$ cat config.mk
export PLATFORM = sky130hd
export DESIGN_NAME = hazard_ctrl
export DESIGN_NICKNAME = d
export VERILOG_FILES = /design/src/rtl/cpu_types_pkg.sv /design/src/rtl/sat_counter.sv /design/src/rtl/hazard_ctrl.sv
export SDC_FILE = /design/constraint.sdc
export NUM_CORES = 1
export LEC_CHECK = 0
export CORE_ASPECT_RATIO = 1.1
export CORE_MARGIN = 4
export CORE_UTILIZATION = 40
export CTS_CLUSTER_SIZE = 20
export DETAILED_ROUTE_END_ITERATION = 7
export GPL_TIMING_DRIVEN = 0
export PLACE_DENSITY = 0.76
export SLEW_MARGIN = 5
export SYNTH_ARGS = -nofsm -noshare
export SYNTH_HDL_FRONTEND = slang
export SYNTH_SLANG_ARGS = --single-unit
$ cat constraint.sdc
create_clock -name CLK -period 1.7 [get_ports CLK]
set_input_delay 0.255 -clock CLK [delete_from_list [all_inputs] [get_ports CLK]]
set_output_delay 0.255 -clock CLK [all_outputs]
set_load 0.005 [all_outputs]
$ cat src/rtl/cpu_types_pkg.sv
// Shared CPU types: register index and hazard controller state encoding.
package cpu_types_pkg;

   typedef logic [4:0] regbits_t;

   typedef enum logic [1:0] {
      RUN     = 2'd0,
      MEMWAIT = 2'd1,
      HALT    = 2'd2
   } hz_state_t;

endpackage

$ cat src/rtl/sat_counter.sv
// Saturating up-counter: counts inc cycles and sticks at all-ones.
module sat_counter #(
   parameter int W = 16
) (
   input  logic         CLK,
   input  logic         nRST,
   input  logic         inc,
   output logic [W-1:0] cnt
);

   localparam logic [W-1:0] MAX_CNT = {W{1'b1}};
   localparam logic [W-1:0] ONE     = {{(W-1){1'b0}}, 1'b1};

   // Count requested cycles, holding at the top value instead of wrapping
   always_ff @(posedge CLK or negedge nRST) begin
      if (!nRST) begin
         cnt <= '0;
      end else if (inc && (cnt != MAX_CNT)) begin
         cnt <= cnt + ONE;
      end
   end

endmodule

$ cat src/rtl/hazard_ctrl.sv
// Pipeline hazard/stall controller: memory waits, branch flushes,
// load-use bubbles, halt, plus stall and flush performance counters.
module hazard_ctrl
   import cpu_types_pkg::*;
#(
   parameter int CNT_W = 16
) (
   input  logic             CLK,
   input  logic             nRST,
   input  logic             ihit,
   input  logic             dhit,
   input  logic             mem_dREN,
   input  logic             mem_dWEN,
   input  logic             ex_dREN,
   input  regbits_t         ex_rd,
   input  regbits_t         id_rs,
   input  regbits_t         id_rt,
   input  logic             id_uses_rt,
   input  logic             br_taken,
   input  logic             halt_wb,
   output logic             pipe_ihit,
   output logic             pc_en,
   output logic             ifid_en,
   output logic             ifid_flush,
   output logic             idex_flush,
   output logic             idex_freeze,
   output logic             exmem_en,
   output logic             memwb_en,
   output logic             halted,
   output logic [CNT_W-1:0] stall_cnt,
   output logic [CNT_W-1:0] flush_cnt
);

   hz_state_t state, next_state;
   logic      flush_pend, next_flush_pend;
   logic      mem_pend, load_use, flush_req;
   logic      stall_inc, flush_inc;

   // Hazard detection terms feeding the output mux
   always_comb begin
      mem_pend  = (mem_dREN | mem_dWEN) & ~dhit;
      load_use  = ex_dREN && (ex_rd != '0) &&
                  ((ex_rd == id_rs) || (id_uses_rt && (ex_rd == id_rt)));
      flush_req = flush_pend | br_taken;
   end

   // State and pending-flush registers; reset clears both immediately
   always_ff @(posedge CLK or negedge nRST) begin
      if (!nRST) begin
         state      <= RUN;
         flush_pend <= 1'b0;
      end else begin
         state      <= next_state;
         flush_pend <= next_flush_pend;
      end
   end

   // Mealy next-state and latch-control outputs, priority HALT > MEMWAIT > flush > load-use
   always_comb begin
      next_state      = state;
      next_flush_pend = flush_pend;
      pipe_ihit       = 1'b0;
      pc_en           = 1'b0;
      ifid_en         = 1'b0;
      ifid_flush      = 1'b0;
      idex_flush      = 1'b0;
      idex_freeze     = 1'b0;
      exmem_en        = 1'b0;
      memwb_en        = 1'b0;
      halted          = 1'b0;

      case (state)
         HALT: begin
            halted = 1'b1;
         end
         MEMWAIT, RUN: begin
            if ((state == MEMWAIT) && !dhit) begin
               next_state = MEMWAIT;
            end else if ((state == RUN) && mem_pend) begin
               next_state = MEMWAIT;
            end else begin
               next_state = RUN;
               pipe_ihit  = ihit;
               exmem_en   = ihit;
               memwb_en   = ihit;
               if (flush_req) begin
                  ifid_flush = 1'b1;
                  idex_flush = 1'b1;
                  pc_en      = ihit;
                  ifid_en    = ihit;
               end else if (load_use) begin
                  idex_freeze = 1'b1;
               end else begin
                  pc_en   = ihit;
                  ifid_en = ihit;
               end
            end

            if (flush_req && pipe_ihit) begin
               next_flush_pend = 1'b0;
            end else if (br_taken && !pipe_ihit) begin
               next_flush_pend = 1'b1;
            end
         end
         default: begin
            next_state = RUN;
         end
      endcase

      if (halt_wb || (state == HALT)) begin
         next_state      = HALT;
         next_flush_pend = 1'b0;
      end

      if (!nRST) begin
         pipe_ihit   = 1'b0;
         pc_en       = 1'b0;
         ifid_en     = 1'b0;
         ifid_flush  = 1'b0;
         idex_flush  = 1'b0;
         idex_freeze = 1'b0;
         exmem_en    = 1'b0;
         memwb_en    = 1'b0;
      end
   end

   // Performance counter increment conditions
   always_comb begin
      stall_inc = (state != HALT) && !pc_en;
      flush_inc = ifid_flush && pipe_ihit;
   end

   sat_counter #(.W(CNT_W)) u_stall_cnt (
      .CLK  (CLK),
      .nRST (nRST),
      .inc  (stall_inc),
      .cnt  (stall_cnt)
   );

   sat_counter #(.W(CNT_W)) u_flush_cnt (
      .CLK  (CLK),
      .nRST (nRST),
      .inc  (flush_inc),
      .cnt  (flush_cnt)
   );

endmodule

# After elaboration in Yosys (flattened, before gate mapping)
# Cells that the tools add are included.
[totals]
ff_bits = 35
inputBits = 25
out_inout_bits = 41
wordCells = 73
[op_classes]
add_sub_neg = 2
n_eq_ne = 8
muxes = 33
bitwise_logic = 4
reduce_logical = 22
[op_table]
columns = ["operator", "n"]
rows = [
  ["16-bit by 1-bit adder with 16-bit output, second input constant", 2],
  ["16-bit != test, second input constant", 2],
  ["1-bit two-way mux", 31],
  ["1-bit logical AND", 11],
  ["5-bit equality test", 2],
  ["5-bit nonzero test", 1],
  ["2-bit one-hot mux with 2 select lines", 1],
  ["1-bit logical NOT", 3],
  ["3-bit nonzero test", 1],
  ["2-bit by 1-bit equality test with 1-bit output, second input constant", 1],
  ["2-bit equality test, second input constant", 1],
  ["2-bit logical NOT", 1],
  ["1-bit logical OR", 2],
  ["2-bit two-way mux", 1],
  ["2-bit by 1-bit != test with 1-bit output, second input constant", 1],
  ["2-bit != test, second input constant", 1],
  ["1-bit OR", 2],
  ["2-bit AND reduction", 1],
  ["2-bit nonzero test", 1],
  ["2-bit OR reduction", 1],
  ["1-bit AND", 1],
  ["1-bit inverter", 1],
]

# Longest topological paths before layout
[logic_depth]
word_depth = 13
mapped_depth = 9
mapped_depth_nobuf = 8

# Hierarchy
# From an unflattened synthesis, not the netlist that was laid out.
[unflattened]
hier_cells = 188
hier_area_um2 = 1980.6
[modules_own_cells]
columns = ["module", "n_inst", "cells_each", "area_per_inst_um2", "seq_area_each_um2"]
rows = [
  ["sat_counter (u_flush_cnt)", 1, 72, 859.6, 400.4],
  ["sat_counter (u_stall_cnt)", 1, 72, 782.0, 400.4],
  ["hazard_ctrl", 1, 44, 339.1, 75.1],
]

# Least setup slack after synthesis
# OpenSTA, ideal clock, no wires.
[synth_timing]
path_type = "flip-flop to flip-flop"
start = "reg u_stall_cnt.cnt[0]"
end = "reg u_stall_cnt.cnt[1]"
setup_ns = 0.127
t_arrival_ns = 1.808
required_time_ns = 1.573
path_slack_ns = -0.236
stages_incl_launch_ff = 8
path_buffers = 1
path_cell_list = "dfrtp_1 > ha_1 > nand4_1 > nor4_1 > nor3_1 > a21oi_4 > buf_6 > mux2_1"
[synth_between]
elab_chain_len = 2
[synth_rtl]
columns = ["item", "line", "source"]
rows = [
  ["from (decl)", "sat_counter.sv:8", "output logic [W-1:0] cnt"],
  ["from (signal assigned)", "sat_counter.sv:19", "cnt <= cnt + ONE;"],
  ["branches (longest 2 deep; another with 16-bit by 1-bit adder with 16-bit output)", "-", ""],
]
# Parallel ways; which one is timed is not known.
# A chain may end at the register's enable or synchronous reset.

# Final worst setup path
[layout_timing]
start = "reg u_stall_cnt.cnt[12]"
end = "reg u_stall_cnt.cnt[1]"
[layout_between]
elab_chain_len = 2
[layout_rtl]
columns = ["item", "line", "source"]
rows = [
  ["16-bit != test", "sat_counter.sv:18", "end else if (inc && (cnt != MAX_CNT)) begin"],
  ["1-bit logical AND", "sat_counter.sv:18", ""],
]
# Every way passes these cells.

==> report_table.html <==
<table>
<tr><th>Metric</th><th>Value</th></tr>
<tr><th colspan="2">Flow run</th></tr>
<tr><td>Max Cap Violations</td><td>0</td></tr>
<tr><th colspan="2">Global routing</th></tr>
<tr><td>First-pass GRT wire length</td><td>8290 um</td></tr>
<tr><td>Number of global-route vias before repair</td><td>1,730</td></tr>
<tr><td>GR Util All Layers</td><td>18.5%</td></tr>
<tr><td>Total overflow reported by the global router</td><td>0</td></tr>
<tr><td>Antenna violations before repair</td><td>0</td></tr>
<tr><td>Pin count of the biggest net entering global routing</td><td>36</td></tr>
<tr><th colspan="2">Timing</th></tr>
<tr><td>Hold slack final</td><td>0.485 ns</td></tr>
<tr><td>Unrepaired setup endpoints after global routing</td><td>yes</td></tr>
<tr><td>Slew HR</td><td>64.4%</td></tr>
<tr><td>Number of max-slew violations in the final report</td><td>0</td></tr>
<tr><td>Time the final worst path needs with I/O delays and setup</td><td>1.87 ns</td></tr>
<tr><td>F_max</td><td>536 MHz</td></tr>
<tr><td>Endpoints failing setup</td><td>32</td></tr>
<tr><td>Setup slack of the critical path after layout</td><td>-0.167 ns</td></tr>
<tr><td>Setup TNS</td><td>-2.54 ns</td></tr>
<tr><td>Endpoints failing hold</td><td>0</td></tr>
<tr><td>Final Cycle Share</td><td>110%</td></tr>
<tr><td>Worst Max-Slew Pin Slew</td><td>0.532 ns</td></tr>
<tr><td>Setup clock skew after layout</td><td>0.00573 ns</td></tr>
<tr><th colspan="2">Synthesis</th></tr>
<tr><td>Main flop type after synthesis</td><td>sky130_fd_sc_hd__dfrtp_1</td></tr>
<tr><td>Register bit count reported by yosys</td><td>35</td></tr>
<tr><td>Synth Cell Area</td><td>1840 um2</td></tr>
<tr><td>Part of the Yosys area used for sequential elements</td><td>47.7%</td></tr>
<tr><td>Synthesized Nets</td><td>204</td></tr>
<tr><td>Total number of yosys warnings</td><td>0</td></tr>
<tr><td>Avg Cell Area, Syn</td><td>10.4 um2</td></tr>
<tr><td>Count of mapped cells out of synthesis</td><td>177</td></tr>
<tr><td>Count of unique library cells instantiated by Yosys</td><td>32</td></tr>
<tr><td>Post-synth ARST share</td><td>100%</td></tr>
<tr><td>Count of flip-flops with a built-in enable after synthesis</td><td>0</td></tr>
<tr><th colspan="2">Clock tree</th></tr>
<tr><td>Worst-case clock buffer depth</td><td>2</td></tr>
<tr><td>TritonCTS clock tree</td><td>yes</td></tr>
<tr><td>H-tree depth reported by CTS</td><td>2</td></tr>
<tr><td>Clock sink total</td><td>35</td></tr>
<tr><td>Register clock-pin slew on the reported worst setup and hold paths</td><td>0.07 ns</td></tr>
<tr><td>CTS Root Buffer Type</td><td>sky130_fd_sc_hd__clkbuf_8</td></tr>
<tr><td>Clock Latency Late Sink</td><td>0.28 ns</td></tr>
<tr><td>Clock buffer count from CTS</td><td>5</td></tr>
<tr><th colspan="2">Final layout</th></tr>
<tr><td>Ratio of cells with drive above 1 in the final layout</td><td>37.7%</td></tr>
<tr><td>Most common library cell in the layout ignoring fill and taps</td><td>sky130_fd_sc_hd__clkdlybuf4s50_1</td></tr>
<tr><td>Fill count</td><td>320</td></tr>
<tr><td>Count of nets after finishing</td><td>310</td></tr>
<tr><td>Most used cells in the layout excluding fill and tap cells</td><td>39 x sky130_fd_sc_hd__clkdlybuf4s50_1, 29 x sky130_fd_sc_hd__dfrtp_1, 25 x sky130_fd_sc_hd__buf_4</td></tr>
<tr><td>P&amp;R area growth vs syn</td><td>74.7%</td></tr>
<tr><td>Final antenna diode count</td><td>0</td></tr>
<tr><th colspan="2">Pwr</th></tr>
<tr><td>Power per Cell Area</td><td>730 nW/um2</td></tr>
<tr><td>Portion of total power attributed to combinational logic</td><td>29.4%</td></tr>
<tr><td>Internal Dissipation</td><td>1650 uW</td></tr>
<tr><td>Net Sw Frac</td><td>29.4%</td></tr>
<tr><td>Total power consumption of the routed design</td><td>2340 uW</td></tr>
<tr><td>Power dissipated by switching net loads</td><td>689 uW</td></tr>
<tr><td>Portion of total power attributed to sequential cells</td><td>42.3%</td></tr>
<tr><td>Largest vdd supply drop</td><td>0.000823 V</td></tr>
<tr><td>Part of the total power dissipated in the clock network</td><td>28.3%</td></tr>
<tr><td>Leakage power total</td><td>0.00137 uW</td></tr>
<tr><th colspan="2">Drt</th></tr>
<tr><td>Final routed wirelength across all metal layers</td><td>5440 um</td></tr>
<tr><td>First drt pass iteration count</td><td>4</td></tr>
<tr><td>Number of nets with antenna violations after routing</td><td>0</td></tr>
<tr><td>1st-iter DRT viols</td><td>74</td></tr>
<tr><td>DRC</td><td>0</td></tr>
<tr><td>Post-detailed-route wirelength per cell</td><td>16.1 um</td></tr>
<tr><td>Average vias per placed instance</td><td>5.15</td></tr>
<tr><td>Vias</td><td>1,742</td></tr>
<tr><th colspan="2">Critical path</th></tr>
<tr><td>Crit end category</td><td>flip-flop</td></tr>
<tr><td>Critical path required time</td><td>1.87 ns</td></tr>
<tr><td>Master of the slowest instance on the critical path</td><td>sky130_fd_sc_hd__dfrtp_2</td></tr>
<tr><td>CP delay by family, top</td><td>simple AND/OR/NAND/NOR gates</td></tr>
<tr><td>Category of the most critical setup path</td><td>reg2reg</td></tr>
<tr><td>Category of the worst setup path launch point</td><td>flip-flop</td></tr>
<tr><td>Bufs and invs on worst path</td><td>1</td></tr>
<tr><td>Peak per-stage delay on the critical path</td><td>0.40 ns</td></tr>
<tr><td>Highest fanout seen on the critical path</td><td>5</td></tr>
<tr><td>Arrival time of the worst setup path</td><td>2.03 ns</td></tr>
<tr><td>Cell Chain, Critical Path</td><td>nand4_1 &gt; nor4_4 &gt; nor3_4 &gt; a21oi_4 &gt; buf_6 &gt; mux2_4</td></tr>
<tr><th colspan="2">Floorplan</th></tr>
<tr><td>Y dimension of the die</td><td>79.1 um</td></tr>
<tr><td>Die area</td><td>5740 um2</td></tr>
<tr><td>Number of placement rows</td><td>25</td></tr>
<tr><td>Initial core utilization</td><td>41.9%</td></tr>
<tr><td>Boundary Pins</td><td>66</td></tr>
<tr><td>Die width</td><td>72.6 um</td></tr>
<tr><td>Core ar.</td><td>4380 um2</td></tr>
<tr><th colspan="2">Placed design</th></tr>
<tr><td>Weighted congestion at the end of routability-driven global placement</td><td>0.741</td></tr>
<tr><td>Port Buffer Count</td><td>65</td></tr>
<tr><td>Final HPWL DP</td><td>3390 um</td></tr>
<tr><th colspan="2">Outcome</th></tr>
<tr><td>Failing checks</td><td>negative setup slack</td></tr>
<tr><td>Result of the run</td><td>finished with violations</td></tr>
<tr><th colspan="2">Worst hold path</th></tr>
<tr><td>Path type of the worst min-delay path</td><td>reg2reg</td></tr>
</table>
[synthesized netlist by cell type, types with 2 or more instances]
master / n / area (um2)
sky130_fd_sc_hd__ha_1: 2 / 25.0
sky130_fd_sc_hd__and4_1: 5 / 43.8
sky130_fd_sc_hd__xnor2_1: 23 / 201
sky130_fd_sc_hd__inv_1: 8 / 30.0
sky130_fd_sc_hd__a21oi_1: 2 / 10.0
sky130_fd_sc_hd__nor2_1: 10 / 37.5
sky130_fd_sc_hd__xor2_1: 16 / 140
sky130_fd_sc_hd__and3_1: 3 / 18.8
sky130_fd_sc_hd__mux2_2: 2 / 22.5
sky130_fd_sc_hd__nor3_1: 8 / 40.0
sky130_fd_sc_hd__nand4_1: 8 / 50.1
sky130_fd_sc_hd__nor3_2: 2 / 20.0
sky130_fd_sc_hd__nor4_1: 7 / 43.8
sky130_fd_sc_hd__buf_4: 4 / 30.0
sky130_fd_sc_hd__nand2_1: 15 / 56.3
sky130_fd_sc_hd__nand3_1: 12 / 60.1
sky130_fd_sc_hd__dfrtp_1: 35 / 876
[metrics by stage]
| stage | area, um2 | instances | setup WS [ns] | util [%] |
|---|---|---|---|---|
| after global placement | 2570 | 296 | -1.80 | 58.7 |
| final | 3210 | 338 | -0.167 | 73.3 |
| after detailed placement | 2570 | 296 | -0.917 | 58.6 |
| after global routing | 3210 | 338 | -0.250 | 73.3 |
| after floorplan | 1850 | 177 | -0.148 | - |
| after CTS | 2960 | 323 | -0.187 | 67.7 |
[state kept, by name, indices dropped and copies added, names as in the netlist]
register and count:
u_flush_cnt.cnt 16, state 2, flush_pend 1, u_stall_cnt.cnt 16
[final cells by class]
cell class / count / area, um2 / share of cell area, %
well taps: 54 / 67.6 / 2.11
flip-flops and latches: 35 / 883 / 27.5
repair buffers: 101 / 942 / 29.4
inverters: 9 / 33.8 / 1.05
plain buffers: 3 / 33.8 / 1.05
clock buffers: 8 / 100 / 3.12
multi-input cells: 128 / 1150 / 35.8
[power groups by stage]
stage	sequential, uW	clock [uW]	combinational [uW]
global placement	1010	0	432
finish	992	663	689
global route	1000	714	750
detailed placement	1010	0	437
floorplan	1000	0	172
CTS	981	675	572
[routing by layer]
layer / part of all wire (%) / track usage, %
met1: 39 / 23.3
met2: 54 / 31.2
met3: 5.5 / 4.43
met4: 1.3 / 4.98
met5: 0 / 0
[logic make-up after synthesis]
group | after synthesis | share of synthesized area [%]
compound gates | 8 | 3.81
xor+xnor | 39 | 18.6
fa+ha+maj | 2 | 1.36
buf+inv | 14 | 4.09
flops | 35 | 47.7
mux | 3 | 1.84
simple gates | 76 | 22.6
[worst paths after layout]
kind                                            startpoint                             end  slack (ns)  depth (start not counted)
hold reg to reg                       state[1]$_DFFE_PN0P_            state[0]$_DFFE_PN0P_        0.48                          1
max in group asynchronous                             nRST  u_stall_cnt.cnt[9]$_DFFE_PN0P_        1.00                          3
hold / removal                        state[1]$_DFFE_PN0P_            state[0]$_DFFE_PN0P_        0.48                          1
min in group asynchronous                             nRST  u_flush_cnt.cnt[8]$_DFFE_PN0P_        0.51                          3
setup / recovery           u_stall_cnt.cnt[12]$_DFFE_PN0P_  u_stall_cnt.cnt[1]$_DFFE_PN0P_       -0.17                          6
setup reg to reg           u_stall_cnt.cnt[12]$_DFFE_PN0P_  u_stall_cnt.cnt[1]$_DFFE_PN0P_       -0.17                          6
[what timing repair did]
action	in CTS	in global routing
hold buffers	2	0
buffers inserted	17	17
pin swaps	31	16
hold endpoints to repair	35	0
cloned	1	0
gates resized for setup	101	35
endpoints found under the setup margin	40	39
(Power assumes the default switching activity.)
==> patch: new RTL, config.mk and constraints unchanged <==
Register the output `flush_cnt`; this adds one clock of latency there. The other outputs are not delayed to match.
--- a/src/rtl/hazard_ctrl.sv
+++ b/src/rtl/hazard_ctrl.sv
@@ -31,4 +31,6 @@
    output logic [CNT_W-1:0] flush_cnt
 );
+
+   logic [CNT_W-1:0] flush_cnt_d;
 
    hz_state_t state, next_state;
@@ -142,6 +144,10 @@
       .nRST (nRST),
       .inc  (flush_inc),
-      .cnt  (flush_cnt)
+      .cnt  (flush_cnt_d)
    );
+
+   always_ff @(posedge CLK) begin
+      flush_cnt <= flush_cnt_d;
+   end
 
 endmodule
Formal check against the unedited RTL: not equivalent (Yosys sat finds a counterexample within 4 cycles, from zero or initial values and one cycle with nRST low).
==> patch against the original RTL <==
- the run still ends with setup timing left
- power rose by 1.2%
- highest routed layer unchanged
- setup slack lost 0.023 ns
- synthesized cell count grew 2.8%
- sequential power is 28% higher
- routed wire length rose by 9.4%
- clock skew is 0.0095 ns higher
- critical endpoint is now u_flush_cnt.cnt[1]
- utilization down 1.5 points
- clock power is 9.5% higher
- sequential cell count rose by 16
- cell area grew 14%
- synthesized area rose by 18%
==> patch: results <==
set metrics [dict create \
    worstSkewPairLatency_ns 0.32 \
    p_clk_frac 0.306 \
    r2r-start "state[0]" \
    grt_pass1_vias 1877 \
    slowest_stage "dfrtp_1" \
    synth_area_leaders "dfrtp_1 (41%), dfxtp_1 (15%), xnor2_1 (12%)" \
    switching_share 0.2607 \
    yosysSeqAreaShare 0.5542 \
    wl_per_cell_um 16.00 \
    worst_slack_ns -0.1902 \
    post-place-ws_ns -1.046 \
    crit_family "buffers and inverters" \
    ys_async_sr_fraction 0.6863 \
    fillCellCount 331 \
    vias 1862 \
    viasPerCell 5.005 \
    setup_violations 38 \
    dr_wl_met3_um 403 \
    yosys-top-cells-count "dfrtp_1 (35), xnor2_1 (29), nand4_1 (18)" \
    synth.net_count 209 \
    hold_depth 2 \
    rr_worst_depth 7 \
    critPathCapture "u_flush_cnt.cnt[1]" \
    violations "setup timing" \
    status "complete, but fails checks" \
    finalClockSkew_ns 0.01519 \
    post_cts_buffers 37 \
    cp_slowest_stage_delay_ns 0.42 \
]
## patch: area by class of cell
type	count	share of cell area
Buffer	5	0.01230
Multi-Input combinational cell	119	0.3233
Inverter	5	0.005126
Sequential cell	51	0.3274
Clock inverter	3	0.006835
Tap cell	72	0.02461
Timing Repair Buffer	112	0.2816
Clock buffer	5	0.01880
## patch: logic make-up (layout without fill, tap and decap cells)
family          Yosys count  after routing  share of synthesized area
compound gates            8              8                    0.04928
xor+xnor                 40             40                     0.1623
fa+ha+maj                 2              2                    0.01159
buf+inv                  12            130                    0.03478
flops                    51             51                     0.5542
mux                       2              2                    0.01043
simple gates             67             67                     0.1774
## patch: metrics by stage
step                      hold WS (ns)  area (um^2)  utilization  total power [mW]
after global placement          0.3944         2912       0.5708             1.535
final                           0.3918         3661       0.7177             2.370
after floorplan               -0.04059         2171            -             1.377
after detailed placement        0.3863         2907       0.5698             1.540
after global routing            0.3878         3661       0.7177             2.481
after CTS                       0.3970         3511       0.6883             2.371
